`config.mk`:
```
export PLATFORM = sky130hd
export DESIGN_NAME = sync_fifo_flex
export DESIGN_NICKNAME = d
export VERILOG_FILES = /design/src/rtl/sync_fifo_pkg.sv /design/src/rtl/fifo_mem_2p.sv /design/src/rtl/sync_fifo_flex.sv
export SDC_FILE = /design/constraint.sdc
export NUM_CORES = 1
export LEC_CHECK = 0
export ABC_CLOCK_PERIOD_IN_PS = 2500
export BUFFER_PORTS_ARGS = -buffer_cell sky130_fd_sc_hd__buf_2
export CELL_PAD_IN_SITES_DETAIL_PLACEMENT = 0
export CELL_PAD_IN_SITES_GLOBAL_PLACEMENT = 1
export CORE_ASPECT_RATIO = 0.7
export CORE_MARGIN = 8
export CORE_UTILIZATION = 48
export CTS_CLUSTER_DIAMETER = 80
export DETAILED_ROUTE_END_ITERATION = 6
export PLACE_DENSITY_LB_ADDON = 0.3
export SETUP_SLACK_MARGIN = 0.05
export SLEW_MARGIN = 20
export SYNTH_ARGS = -nofsm -noshare
export SYNTH_HDL_FRONTEND = slang
export SYNTH_HIERARCHICAL = 1
export SYNTH_SLANG_ARGS = --single-unit
```
`constraint.sdc`:
```
create_clock -name clk -period 2.5 [get_ports clk]
set_clock_uncertainty 0.05 [all_clocks]
set_input_delay 0.375 -clock clk [delete_from_list [all_inputs] [get_ports clk]]
set_output_delay 0.375 -clock clk [all_outputs]
set_load 0.03 [all_outputs]
```
`src/rtl/sync_fifo_pkg.sv`:
```
// Shared FIFO definitions: read-mode encodings and a parameter legality check
// that any FIFO variant can call at elaboration time.
package sync_fifo_pkg;

  localparam int FIFO_MODE_STD  = 0;
  localparam int FIFO_MODE_FWFT = 1;

  function automatic bit fifo_params_ok(input int depth, input int afull_th,
                                        input int aempty_th, input int mode);
    bit pow2;
    pow2 = (depth >= 2) && ((depth & (depth - 1)) == 0);
    return pow2 && (afull_th >= 1) && (afull_th <= depth) &&
           (aempty_th >= 0) && (aempty_th <= depth - 1) &&
           ((mode == FIFO_MODE_STD) || (mode == FIFO_MODE_FWFT));
  endfunction

endpackage

```
`src/rtl/fifo_mem_2p.sv`:
```
// Two-port storage array: synchronous write, asynchronous read.
// Contents are never cleared; the FIFO pointers keep stale words unreachable.
module fifo_mem_2p #(
  parameter int WIDTH = 8,
  parameter int DEPTH = 16
) (
  input  logic                     clk,
  input  logic                     wr_en,
  input  logic [$clog2(DEPTH)-1:0] wr_addr,
  input  logic [WIDTH-1:0]         wr_data,
  input  logic [$clog2(DEPTH)-1:0] rd_addr,
  output logic [WIDTH-1:0]         rd_data
);

  logic [WIDTH-1:0] mem_reg [DEPTH];

  always_ff @(posedge clk) begin
    if (wr_en) mem_reg[wr_addr] <= wr_data;
  end

  assign rd_data = mem_reg[rd_addr];

endmodule

```
`src/rtl/sync_fifo_flex.sv`:
```
// Parametrised single-clock FIFO with registered or first-word-fall-through read,
// occupancy count, almost-full/almost-empty flags and overflow/underflow pulses.
module sync_fifo_flex
  import sync_fifo_pkg::*;
#(
  parameter int WIDTH     = 8,
  parameter int DEPTH     = 16,
  parameter int FWFT      = 0,
  parameter int AFULL_TH  = 12,
  parameter int AEMPTY_TH = 4
) (
  input  logic                   clk,
  input  logic                   rst,
  input  logic                   wr_en,
  input  logic [WIDTH-1:0]       din,
  output logic                   full,
  output logic                   almost_full,
  output logic                   overflow,
  input  logic                   rd_en,
  output logic [WIDTH-1:0]       dout,
  output logic                   empty,
  output logic                   almost_empty,
  output logic                   underflow,
  output logic [$clog2(DEPTH):0] count
);

  localparam int ADDR_W = $clog2(DEPTH);
  localparam int CW     = ADDR_W + 1;

  if (!fifo_params_ok(DEPTH, AFULL_TH, AEMPTY_TH, FWFT)) begin : g_bad_params
    $error("sync_fifo_flex: illegal DEPTH/threshold/mode parameters");
  end

  logic [ADDR_W:0]   wr_ptr_reg, rd_ptr_reg;
  logic [CW-1:0]     count_reg, count_next;
  logic              overflow_reg, underflow_reg;
  logic              wr_ok, rd_ok;
  logic [WIDTH-1:0]  head_data;

  // Full/empty come from the pointers (wrap bit distinguishes the two equal-index cases);
  // both depend only on state registered before the edge.
  assign empty = (wr_ptr_reg == rd_ptr_reg);
  assign full  = (wr_ptr_reg[ADDR_W] != rd_ptr_reg[ADDR_W]) &&
                 (wr_ptr_reg[ADDR_W-1:0] == rd_ptr_reg[ADDR_W-1:0]);
  assign almost_full  = (count_reg >= CW'(AFULL_TH));
  assign almost_empty = (count_reg <= CW'(AEMPTY_TH));
  assign count        = count_reg;
  assign overflow     = overflow_reg;
  assign underflow    = underflow_reg;

  assign wr_ok = wr_en && !full;
  assign rd_ok = rd_en && !empty;

  always_comb begin
    count_next = count_reg;
    case ({wr_ok, rd_ok})
      2'b10:   count_next = count_reg + 1'b1;
      2'b01:   count_next = count_reg - 1'b1;
      default: count_next = count_reg;
    endcase
  end

  always_ff @(posedge clk or posedge rst) begin
    if (rst) begin
      wr_ptr_reg    <= '0;
      rd_ptr_reg    <= '0;
      count_reg     <= '0;
      overflow_reg  <= 1'b0;
      underflow_reg <= 1'b0;
    end else begin
      if (wr_ok) wr_ptr_reg <= wr_ptr_reg + 1'b1;
      if (rd_ok) rd_ptr_reg <= rd_ptr_reg + 1'b1;
      count_reg     <= count_next;
      overflow_reg  <= wr_en && full;
      underflow_reg <= rd_en && empty;
    end
  end

  fifo_mem_2p #(
    .WIDTH (WIDTH),
    .DEPTH (DEPTH)
  ) u_mem (
    .clk     (clk),
    .wr_en   (wr_ok),
    .wr_addr (wr_ptr_reg[ADDR_W-1:0]),
    .wr_data (din),
    .rd_addr (rd_ptr_reg[ADDR_W-1:0]),
    .rd_data (head_data)
  );

  if (FWFT == FIFO_MODE_FWFT) begin : g_fwft
    assign dout = empty ? '0 : head_data;
  end else begin : g_std
    logic [WIDTH-1:0] dout_reg;
    always_ff @(posedge clk or posedge rst) begin
      if (rst)        dout_reg <= '0;
      else if (rd_ok) dout_reg <= head_data;
    end
    assign dout = dout_reg;
  end

endmodule

```
# --- Word-level counts from Yosys, hierarchy flattened ---
# Memory sizes are Yosys's and may differ from the RTL's. A register that Yosys moved wholly into a read port is not among the register bits.
# Cells that the tools add are included.
word_totals:
  reg_bits: 17
  latchBits: 0
  ramBits: 128
  mem_bits_ro: 0
  inputBits: 12
  output_inout_bits: 19
  wordCells: 28
  mem_count: 1
mem_list:
  columns: ["memory", "depth", "word_bits", "rd", "rd_ports_with_merged_regs", "wr", "line", "rtl"]
  rows:
  - ["u_mem.mem_reg", 16, 8, 1, 1, 1, "fifo_mem_2p.sv:15", "logic [WIDTH-1:0] mem_reg [DEPTH];"]
classes:
  add_sub_neg: 4
  mul: 0
  div: 0
  magnitude_cmp: 2
  eq_ne: 5
  shift: 0
  n_mux: 3
  bitwise_logic: 0
  n_reduce_logical: 8
ops:
  columns: ["op", "count"]
  rows:
  - ["$add 5x1->5 const B", 3]
  - ["$pmux 5 s2", 1]
  - ["$eq 5x5->1", 1]
  - ["$ge 5x4->1 const B", 1]
  - ["$le 5x3->1 const B", 1]
  - ["$logic_and 1x1->1", 5]
  - ["$sub 5x1->5 const B", 1]
  - ["$eq 4x4->1", 1]
  - ["$eq 2x1->1 const B", 1]
  - ["$eq 2x2->1 const B", 1]
  - ["$logic_not 1->1", 2]
  - ["$mux 1", 2]
  - ["$reduce_bool 2->1", 1]
  - ["$ne 1x1->1", 1]

# --- Longest topological paths before layout ---
# Gate-level depths: netlist (run 1).
logic_depth:
  word_depth: 6
  ltp_mapped: 12
  ltp_nobuf: 11

# --- By module ---
# Netlist (run 1), hierarchy kept.
by_module_without_submodules:
  columns: ["mod", "instances", "cells_per_inst", "area_each_um2", "seq_area_each_um2"]
  rows:
  - ["fifo_mem_2p", 1, 221, 4987.3, 3843.7]
  - ["sync_fifo_flex", 1, 108, 1320.0, 625.6]

# --- Worst setup path after synthesis (run 1) ---
# No wires, ideal clock.
synth_timing:
  path_kind: "reg-to-reg"
  startpoint: "reg wr_ptr_reg[0]"
  endpoint: "reg count_reg[4] (netlist: count[4])"
  setup_time_ns: 0.126
  arrival_ns: 2.488
  required_time_ns: 2.324
  setup_slack_ns: -0.165
  path_stages_with_launch: 12
  path_buffers: 1
  synth_period_minus_slack_ns: 2.665
  path_cell_list: "dfrtp_1 > xnor2_1 > nand4_1 > buf_4 > o21ai_4 > ha_1 > inv_1 > fa_1 > nor2b_1 > o21a_1 > mux2i_1 > a311o_1"
synth_via:
  elab_chain_len: 6
  elab_cells_between_ends: 11
  classes_between: "eq/ne (4); mux (1); reduce/logical (6)"
synth_lines:
  columns: ["element", "line", "rtl"]
  rows:
  - ["start, declared", "sync_fifo_flex.sv:34", "logic [ADDR_W:0] wr_ptr_reg, rd_ptr_reg;"]
  - ["start signal, assigned", "sync_fifo_flex.sv:71", "if (wr_ok) wr_ptr_reg <= wr_ptr_reg + 1'b1;"]
  - ["$eq 4x4->1", "sync_fifo_flex.sv:44", "(wr_ptr_reg[ADDR_W-1:0] == rd_ptr_reg[ADDR_W-1:0]);"]
  - ["$logic_and 1x1->1", "sync_fifo_flex.sv:43", "assign full = (wr_ptr_reg[ADDR_W] != rd_ptr_reg[ADDR_W]) &&"]
  - ["$logic_not 1->1", "sync_fifo_flex.sv:51", "assign wr_ok = wr_en && !full;"]
  - ["$logic_and 1x1->1", "sync_fifo_flex.sv:51", null]
  - ["$eq 2x1->1 or $eq 2x2->1 (tied branches)", "sync_fifo_flex.sv:56", "case ({wr_ok, rd_ok})"]
  - ["$pmux 5 s2 or $reduce_bool 2->1 (tied branches)", null, null]
  - ["end signal, assigned", "sync_fifo_flex.sv:73", "count_reg <= count_next;"]
  - ["end, declared", "sync_fifo_flex.sv:35", "logic [CW-1:0] count_reg, count_next;"]
# Parallel ways exist; a longest one is shown, timed or not.
# A chain may end at the register's enable or synchronous reset.

# --- Worst setup path in the final report (run 1) ---
# Same ends and word-level chain as after synthesis.

==> results.txt, run 1 <==
fin area = 0.00745 mm^2
CP endpoint kind = flop
Reg2Reg Depth = 10
area of the multi-input gates = 0.00176 mm^2
Tightest Pin Transition = 0.927 ns
CP Class = reg2reg
DRC errors left = 0
number of nets in the layout = 422
Tcrit/Tclk final = 101%
register area = 0.00447 mm^2
Clock Pin Slew Worst Setup and Hold Paths = 0.06 ns
Post-DP Area = 0.00687 mm^2
Cells after Synth = 329
Starting Density = 48.5%
# rows = 35
ANT cells = 0
syn nets = 348
Clk pwr share = 25.5%
Area Overhead vs Synth = 18.2%
Worst-Skew Late Latency = 0.42 ns
Ports = 31
leakage power = 2.70 nW
routability-driven placement congestion ratio = 0.793
commonest non-fill, non-tap cell in the layout = edfxtp_1
gr usage total = 15.7%
Slew Limit Headroom = 37.8%
Pwr Density = 1230 mW/mm^2
global-route wire length before repair = 19800 um
failing checks = negative hold slack, negative setup slack
Synth cell types = 41
commonest cells after routing, fill and taps aside = 128 x edfxtp_1, 36 x buf_4, 30 x buf_2, 21 x dfrtp_1, 18 x mux4_2
Post-Syn Area per Cell = 19.2 um^2
worst hold path type = in2async
clock sink total = 153
largest cells by area after synthesis = edfxtp_1 61%, dfrtp_1 9.9%, mux4_2 6.4%
Worst R2R Setup Slack = -0.02 ns
Vias = 3221
full die area = 0.0171 mm^2
maxcap violations = 0
Arr. time, crit path = 2.77 ns
CTS tree = built
Sw Ratio = 33.3%
Yosys top cell area share = 60.9%
largest net degree at the start of global routing = 36
Worst EP required = 2.75 ns
initial antenna violation count = 1
final WL = 12700 um
Vias/cell = 5.55
cell-internal power = 6.10 mW
CTS Buf Count = 17
synth warn = 6
r2r startpoint = wr_ptr_reg[0]$_DFFE_PP0P_
pins over their slew limit = 0
Post-DRT Antenna Nets = 0
Die Span X = 153 um
unrepaired setup endpoints after global routing = true
final hold vios = 12
Chip Height = 112 um
Port Buf Inserts = 30
Seq/Total Area, Yosys = 70.9%
area of the core = 0.0130 mm^2
H-tree depth = 4
Detailed Routing Iterations Pass 1 = 4
Net Switching = 3.04 mW
Yosys reg bits = 153
Setup WS post-layout = -0.0166 ns
Iter 0 DRT Violations = 251
area of the mapped netlist = 0.00631 mm^2
routed len/inst = 21.9 um
status = complete, but fails checks
total congestion overflow = 0
Flop pwr share = 37.6%
f_max = 397 MHz
EDFF count, synth = 128
Fillers = 962
Yosys top cell by area = edfxtp_1
max reg flops = 128
FFs w/ async S/R, synth = 16.3%
hold slack = -0.00976 ns
Post-synth top flop = edfxtp_1
vias in the first global route = 3367
clk root buf = clkbuf_16
peak supply drop = 0.644 mV
layout cell share with drive strength beyond 1 = 33.8%
CP max FO = 4
Critical Path Start Type = flop
DPL Wire Length = 8140 um
Final setup viols = 1
Worst R2R End = count[4]$_DFFE_PP0P_
combinational power share = 36.9%
CTS max path bufs = 2
Tmin final = 2.52 ns
cell families (layout without fill, tap and decap cells):
logic type | after synthesis | after routing | synth area share [%]
AOI/OAI and AO/OA | 33 | 33 | 4.03
xor gates and xnor gates | 16 | 16 | 2.34
adders and majority gates | 7 | 7 | 1.51
buffers and inverters | 19 | 104 | 2.08
DFF | 153 | 153 | 70.9
muxes | 44 | 44 | 14.8
and+or+nand+nor | 57 | 57 | 4.34
worst max path at each step:
| stage | startpoint | to | slack [ns] | cells after the start |
|---|---|---|---|---|
| 2_1_floorplan | wr_ptr_reg[0]$_DFFE_PP0P_ | count[4]$_DFFE_PP0P_ | -0.09 | 11 |
| 6_report | wr_ptr_reg[0]$_DFFE_PP0P_ | count[4]$_DFFE_PP0P_ | -0.02 | 10 |
| 3_3_place_gp | wr_ptr_reg[2]$_DFFE_PP0P_ | count[4]$_DFFE_PP0P_ | -0.004 | 11 |
| 4_1_cts | wr_ptr_reg[0]$_DFFE_PP0P_ | count[4]$_DFFE_PP0P_ | -0.02 | 10 |
| 5_1_grt | rd_ptr_reg[1]$_DFFE_PP0P_ | count[4]$_DFFE_PP0P_ | -0.14 | 11 |
| 3_5_place_dp | wr_ptr_reg[0]$_DFFE_PP0P_ | count[4]$_DFFE_PP0P_ | -0.09 | 11 |
metrics by stage:
stage          utilization, %  setup WS [ns]  total power, mW   TNS, ns  cells
2_1_floorplan               -        -0.0881             5.75   -0.0881    329
3_3_place_gp             52.8       -0.00401             6.78  -0.00401    549
3_5_place_dp             52.8        -0.0920             6.82   -0.0920    549
4_1_cts                  57.2        -0.0166             9.21   -0.0166    580
5_1_grt                  57.3         -0.142             9.59    -0.142    580
6_report                 57.3        -0.0166             9.14   -0.0166    580
power groups by stage:
stage | Combinational [mW] | Clock (mW) | Sequential [mW]
after floorplan | 2.03 | 0 | 3.72
after global placement | 3.34 | 0 | 3.44
after detailed placement | 3.35 | 0 | 3.47
after CTS | 3.40 | 2.37 | 3.44
after global routing | 3.64 | 2.47 | 3.48
final | 3.37 | 2.33 | 3.43
layer usage:
| metal | global-route usage (%) | wire, um | up-vias |
|---|---|---|---|
| li1 | - | - | 1474 |
| met1 | 22.5 | 6150 | 1647 |
| met2 | 22.4 | 5600 | 86 |
| met3 | 3.95 | 811 | 14 |
| met4 | 6.50 | 161 | 0 |
| met5 | 0 | 0 | - |
critical path, cell delays in order, from the launching register on:
cell and delay [ns]:
dfrtp_2 0.42, xnor2_2 0.15, nand4_1 0.16, buf_4 0.18, o21ai_4 0.15, ha_4 0.18
ha_1 0.26, nor2b_1 0.15, o21a_1 0.20, o21a_1 0.17, a311o_1 0.32
Yosys cell counts, types with 3 or more instances:
cell / count
edfxtp_1: 128
dfrtp_1: 25
mux4_2: 18
nor2_1: 17
a22oi_1: 16
mux4_1: 14
nand2_1: 14
xnor2_1: 13
mux2_4: 8
nor3_1: 8
ha_1: 6
inv_1: 6
o211ai_1: 5
buf_6: 4
and2_1: 3
and3_1: 3
buf_2: 3
clkdlybuf4s25_2: 3
o21a_1: 3
cell type report:
cell class / instances / share of cell area [%]
inverter: 6 / 0.302
timing repair buffer: 68 / 6.06
clock buffer: 19 / 5.81
clock inverter: 11 / 1.38
sequential: 153 / 60.0
multi-input combinational: 157 / 23.6
tap: 166 / 2.79
what timing repair did:
item,in CTS,in global routing
gates resized for setup,7,2
buffers inserted,1,0
pin swaps,3,2
hold buffers,0,0
endpoints found under the setup margin,1,6
No activity file was read; power rests on OpenSTA's default activity.
==> run 2: changes to the inputs <==
- REMOVE_ABC_BUFFERS: unset -> 1
==> run 2 against run 1 <==
The flow now finishes without violations. Sequential share of layout area decreased by 0.85 points. Maximum frequency increased by 0.74%. Final cell count increased by 1.9%. Power increased by 1.3%. Critical path depth increased by 2. Routed wire length increased by 3.9%. Combinational power increased by 4%. Via count increased by 3.5%. Design area increased by 1.4%. Critical path type unchanged. Largest cell class unchanged.
==> results.txt, run 2 (synthesis results as in run 1) <==
status = completed
commonest cells after routing, fill and taps aside = 128 x edfxtp_1, 44 x buf_4, 30 x buf_2, 24 x dfrtp_1, 18 x mux4_2
Ports = 31 (unchanged)
met1 wire length = 6420 um (+4.4%)
area of the core = 0.0130 mm^2 (unchanged)
Detailed Routing Iterations Pass 1 = 5 (+1)
Tmin final = 2.50 ns (-0.0185 ns)
DPL Wire Length = 8440 um (+3.6%)
Arr. time, crit path = 2.74 ns (-0.03 ns)
Tcrit/Tclk final = 99.9% (-0.74 points)
Worst EP required = 2.75 ns (about the same)
pins over their slew limit = 0 (unchanged)
total congestion overflow = 0 (unchanged)
Critical Path Start Type = flop
gr usage total = 16.2% (+0.47 points)
final hold vios = 0 (-12)
full die area = 0.0171 mm^2 (unchanged)
Starting Density = 48.5% (unchanged)
initial antenna violation count = 0 (-1)
unrepaired setup endpoints after global routing = true
maxcap violations = 0 (unchanged)
layout cell share with drive strength beyond 1 = 34.8% (+1.0 points)
Area Overhead vs Synth = 19.8%
Vias/cell = 5.64 (+1.6%)
routability-driven placement congestion ratio = 0.790 (-0.42%)
CP max FO = 3 (-1)
# rows = 35 (unchanged)
largest net degree at the start of global routing = 36 (unchanged)
r2r startpoint = rd_ptr_reg[3]$_DFFE_PP0P_
routed len/inst = 22.4 um (+2.0%)
met3 routed WL = 879 um (+8.4%)
Die Span X = 153 um (unchanged)
commonest non-fill, non-tap cell in the layout = edfxtp_1
Worst-Skew Late Latency = 0.42 ns (about the same)
CTS tree = built
DRC errors left = 0 (unchanged)
CTS Buf Count = 17 (unchanged)
worst hold path type = in2async
ANT cells = 0 (unchanged)
Clock Pin Slew Worst Setup and Hold Paths = 0.06 ns (about the same)
Post-DRT Antenna Nets = 0 (unchanged)
CTS max path bufs = 2 (unchanged)
Reg2Reg Depth = 12 (+2)
Final setup viols = 0 (-1)
Port Buf Inserts = 30 (unchanged)
Vias = 3334 (+3.5%)
clock sink total = 153 (unchanged)
leakage power = 2.75 nW (+2.0%)
CP Class = reg2reg
Iter 0 DRT Violations = 242 (-3.6%)
max reg flops = 128 (unchanged)
peak supply drop = 0.497 mV (-23%)
global-route wire length before repair = 20100 um (+1.3%)
clk root buf = clkbuf_16
f_max = 400 MHz (+0.74%)
vias in the first global route = 3311 (-1.7%)
CP endpoint kind = flop
number of nets in the layout = 431 (+2.1%)
Chip Height = 112 um (unchanged)
Total Power = 9.26 mW (+1.3%)
CP startpoint = rd_ptr_reg[3]$_DFFE_PP0P_
H-tree depth = 4 (unchanged)
final WL = 13200 um (+3.9%)
Pwr Density = 1230 mW/mm^2 (about the same)
end-of-flow core utilization = 58.1% (+0.78 points)
max layer used = met4
met2 WL = 5840 um (+4.3%)
Slew Limit Headroom = 49.1% (+11 points)
Tightest Pin Transition = 0.763 ns (-0.164 ns)
-- run 2: worst paths after layout --
check	slack [ns]	end
hold reg to reg	0.45	dout[0]$_DFFE_PP0P_
max in group asynchronous	1.72	dout[4]$_DFFE_PP0P_
setup reg to reg	0.002	count[4]$_DFFE_PP0P_
setup / recovery	0.002	count[4]$_DFFE_PP0P_
min in group clk	0.20	underflow$_DFF_PP0_
hold / removal	0.03	rd_ptr_reg[4]$_DFFE_PP0P_
-- run 2: cell type report --
cell class,instances,area [um^2]
Fill cell,974,5450
Sequential cell,153,4470
Multi-Input combinational cell,157,1800
Timing Repair Buffer,77,514
Clock buffer,19,433
Tap cell,166,208
Clock inverter,13,104
Inverter,6,22.5
-- run 2: what timing repair did --
action / in CTS / in global routing
buffers inserted: 1 / 2
resized for setup: 10 / 10
pin swaps: 8 / 12
hold buffers: 0 / 0
endpoints found under the setup margin: 10 / 27
-- run 2: through the flow --
stage / hold WS, ns / setup WS (ns) / instances / cell area (um^2) / setup TNS [ns]
after global routing: 0.0998 / -0.0777 / 591 / 7550 / -0.127
final: 0.0338 / 0.00198 / 591 / 7550 / 0
after floorplan: 0.352 / -1.65 / 316 / 6200 / -94.12
after global placement: 0.440 / -0.0476 / 556 / 6890 / -0.0476
after detailed placement: 0.441 / -0.118 / 556 / 6890 / -0.118
after CTS: 0.0520 / 0.00763 / 589 / 7490 / 0
-- run 2: worst max-delay path, stage by stage, from the launching register on --
cell and delay, ns:
dfrtp_1 0.39, xnor2_1 0.16, nand4_1 0.14, buf_4 0.17, o21ai_4 0.15, inv_2 0.06, ha_4 0.16, buf_6 0.12
ha_4 0.21, nor2b_4 0.12, o21a_4 0.20, o21a_1 0.18, a311o_1 0.26
-- run 2: layer usage --
metal	GRT usage (%)	vias to the layer above
met5	0	-
met4	4.14	0
met3	4.91	7
met2	23.2	114
met1	23.5	1717
li1	-	1496
-- run 2: power by group --
part	switching (mW)	total (mW)	internal [mW]	leakage (nW)
clock	0.964	2.32	1.35	0.253
sequential	0.226	3.43	3.20	1.46
combinational	1.90	3.51	1.61	1.04
==> run 3: changes to the inputs <==
- RECOVER_POWER: unset -> 25
==> run 3 against run 2 <==
Clock power is essentially flat. Core utilization shrank 0.067 points. Worst setup slack gained 0.0036 ns. Non-clock buffer count is the same. Combinational power is essentially flat. Largest power group unchanged.
==> results.txt, run 3 (synthesis results as in run 1) <==
Starting Density = 48.5% (unchanged)
Tcrit/Tclk final = 99.8% (-0.14 points)
Pwr Density = 1230 mW/mm^2 (about the same)
Die Span X = 153 um (unchanged)
CP endpoint kind = flop
Total Power = 9.25 mW (-0.12%)
fin cells = 591 (unchanged)
# rows = 35 (unchanged)
status = completed
Critical Path Start Type = flop
Reg2Reg Depth = 12 (unchanged)
Post-DRT Antenna Nets = 0 (unchanged)
pins over their slew limit = 0 (unchanged)
clk root buf = clkbuf_16
gr usage total = 16.2% (unchanged)
r2r startpoint = rd_ptr_reg[3]$_DFFE_PP0P_
full die area = 0.0171 mm^2 (unchanged)
Worst R2R End = count[4]$_DFFE_PP0P_
Slew Limit Headroom = 49.0% (-0.068 points)
CTS tree = built
Iter 0 DRT Violations = 242 (unchanged)
Area Overhead vs Synth = 19.6%
worst hold path type = in2async
Tightest Pin Transition = 0.764 ns (+0.00102 ns)
commonest cells after routing, fill and taps aside = 128 x edfxtp_1, 44 x buf_4, 24 x dfrtp_1, 23 x buf_2, 18 x mux4_2
setup TNS = 0 ns (unchanged)
Setup WS post-layout = 0.00557 ns (+0.00359 ns)
maxcap violations = 0 (unchanged)
Worst R2R Setup Slack = 0.006 ns (about the same)
H-tree depth = 4 (unchanged)
global-route wire length before repair = 20100 um (unchanged)
placed cell count = 556 (unchanged)
Post-DP Area = 0.00689 mm^2 (unchanged)
Worst-Skew Late Latency = 0.42 ns (about the same)
hold slack = 0.0350 ns (+0.00114 ns)
Fillers = 969 (-0.51%)
f_max = 401 MHz (+0.14%)
leakage power = 2.73 nW (-0.70%)
area of the core = 0.0130 mm^2 (unchanged)
CP max FO = 3 (unchanged)
routability-driven placement congestion ratio = 0.790 (unchanged)
largest net degree at the start of global routing = 36 (unchanged)
vias in the first global route = 3311 (unchanged)
DPL Wire Length = 8440 um (unchanged)
CP Class = reg2reg
Ports = 31 (unchanged)
Worst EP required = 2.75 ns (about the same)
Port Buf Inserts = 30 (unchanged)
fin area = 0.00755 mm^2 (-0.12%)
max reg flops = 128 (unchanged)
layout cell share with drive strength beyond 1 = 33.2% (-1.6 points)
Final setup viols = 0 (unchanged)
Vias = 3318 (-0.48%)
number of nets in the layout = 431 (unchanged)
unrepaired setup endpoints after global routing = true
final WL = 13200 um (-0.18%)
Chip Height = 112 um (unchanged)
final hold vios = 0 (unchanged)
Detailed Routing Iterations Pass 1 = 4 (-1)
routed len/inst = 22.3 um (-0.18%)
total congestion overflow = 0 (unchanged)
Clock Pin Slew Worst Setup and Hold Paths = 0.06 ns (about the same)
Vias/cell = 5.61 (-0.48%)
DP Worst Slack = -0.118 ns (unchanged)
commonest non-fill, non-tap cell in the layout = edfxtp_1
CTS max path bufs = 2 (unchanged)
clock sink total = 153 (unchanged)
ANT cells = 0 (unchanged)
DRC errors left = 0 (unchanged)
peak supply drop = 0.497 mV (about the same)
CTS Buf Count = 17 (unchanged)
end-of-flow core utilization = 58.0% (-0.067 points)
Tmin final = 2.49 ns (-0.00359 ns)
initial antenna violation count = 0 (unchanged)
Arr. time, crit path = 2.74 ns (about the same)
run 3: worst max path at each step:
stage | start | endpoint
6_report | rd_ptr_reg[3]$_DFFE_PP0P_ | count[4]$_DFFE_PP0P_
5_1_grt | wr_ptr_reg[1]$_DFFE_PP0P_ | count[4]$_DFFE_PP0P_
3_3_place_gp | rd_ptr_reg[1]$_DFFE_PP0P_ | count[4]$_DFFE_PP0P_
2_1_floorplan | rd_ptr_reg[0]$_DFFE_PP0P_ | count[4]$_DFFE_PP0P_
3_5_place_dp | rd_ptr_reg[1]$_DFFE_PP0P_ | count[4]$_DFFE_PP0P_
4_1_cts | rd_ptr_reg[3]$_DFFE_PP0P_ | count[4]$_DFFE_PP0P_
run 3: what timing repair did:
item / in CTS / in global routing
pin swaps: 8 / 12
buffers inserted: 1 / 2
hold buffers: 0 / 0
resized for setup: 10 / 10
endpoints found under the setup margin: 10 / 27
run 3: final cells by class:
type / count / area (um^2) / share of cell area (%)
flip-flops and latches: 153 / 4470 / 59.2
multi-input cells: 157 / 1800 / 23.9
repair buffers: 77 / 505 / 6.70
clock buffers: 19 / 433 / 5.74
well taps: 166 / 208 / 2.75
clock inverters: 13 / 104 / 1.38
inverters: 6 / 22.5 / 0.298
run 3: critical path: stages (launching register included):
cell,delay (ns)
dfrtp_1,0.39
xnor2_1,0.16
nand4_1,0.14
buf_4,0.17
o21ai_4,0.15
inv_2,0.06
ha_4,0.16
buf_6,0.12
ha_4,0.21
nor2b_4,0.12
o21a_4,0.20
o21a_1,0.18
a311o_1,0.26
run 3: per-layer routing:
| layer | global-route usage [%] | routed length [um] | vias to the layer above | part of all wire [%] |
|---|---|---|---|---|
| li1 | - | - | 1494 | - |
| met5 | 0 | 0 | - | 0 |
| met1 | 23.5 | 6250 | 1697 | 47 |
| met3 | 4.91 | 1070 | 6 | 8.1 |
| met4 | 4.14 | 90 | 0 | 0.68 |
| met2 | 23.2 | 5780 | 121 | 44 |
run 3: power breakdown:
group | internal [mW] | leakage, nW | switching (mW) | total (mW)
combinational | 1.61 | 1.02 | 1.89 | 3.50
sequential | 3.20 | 1.46 | 0.226 | 3.43
clock | 1.35 | 0.253 | 0.965 | 2.32
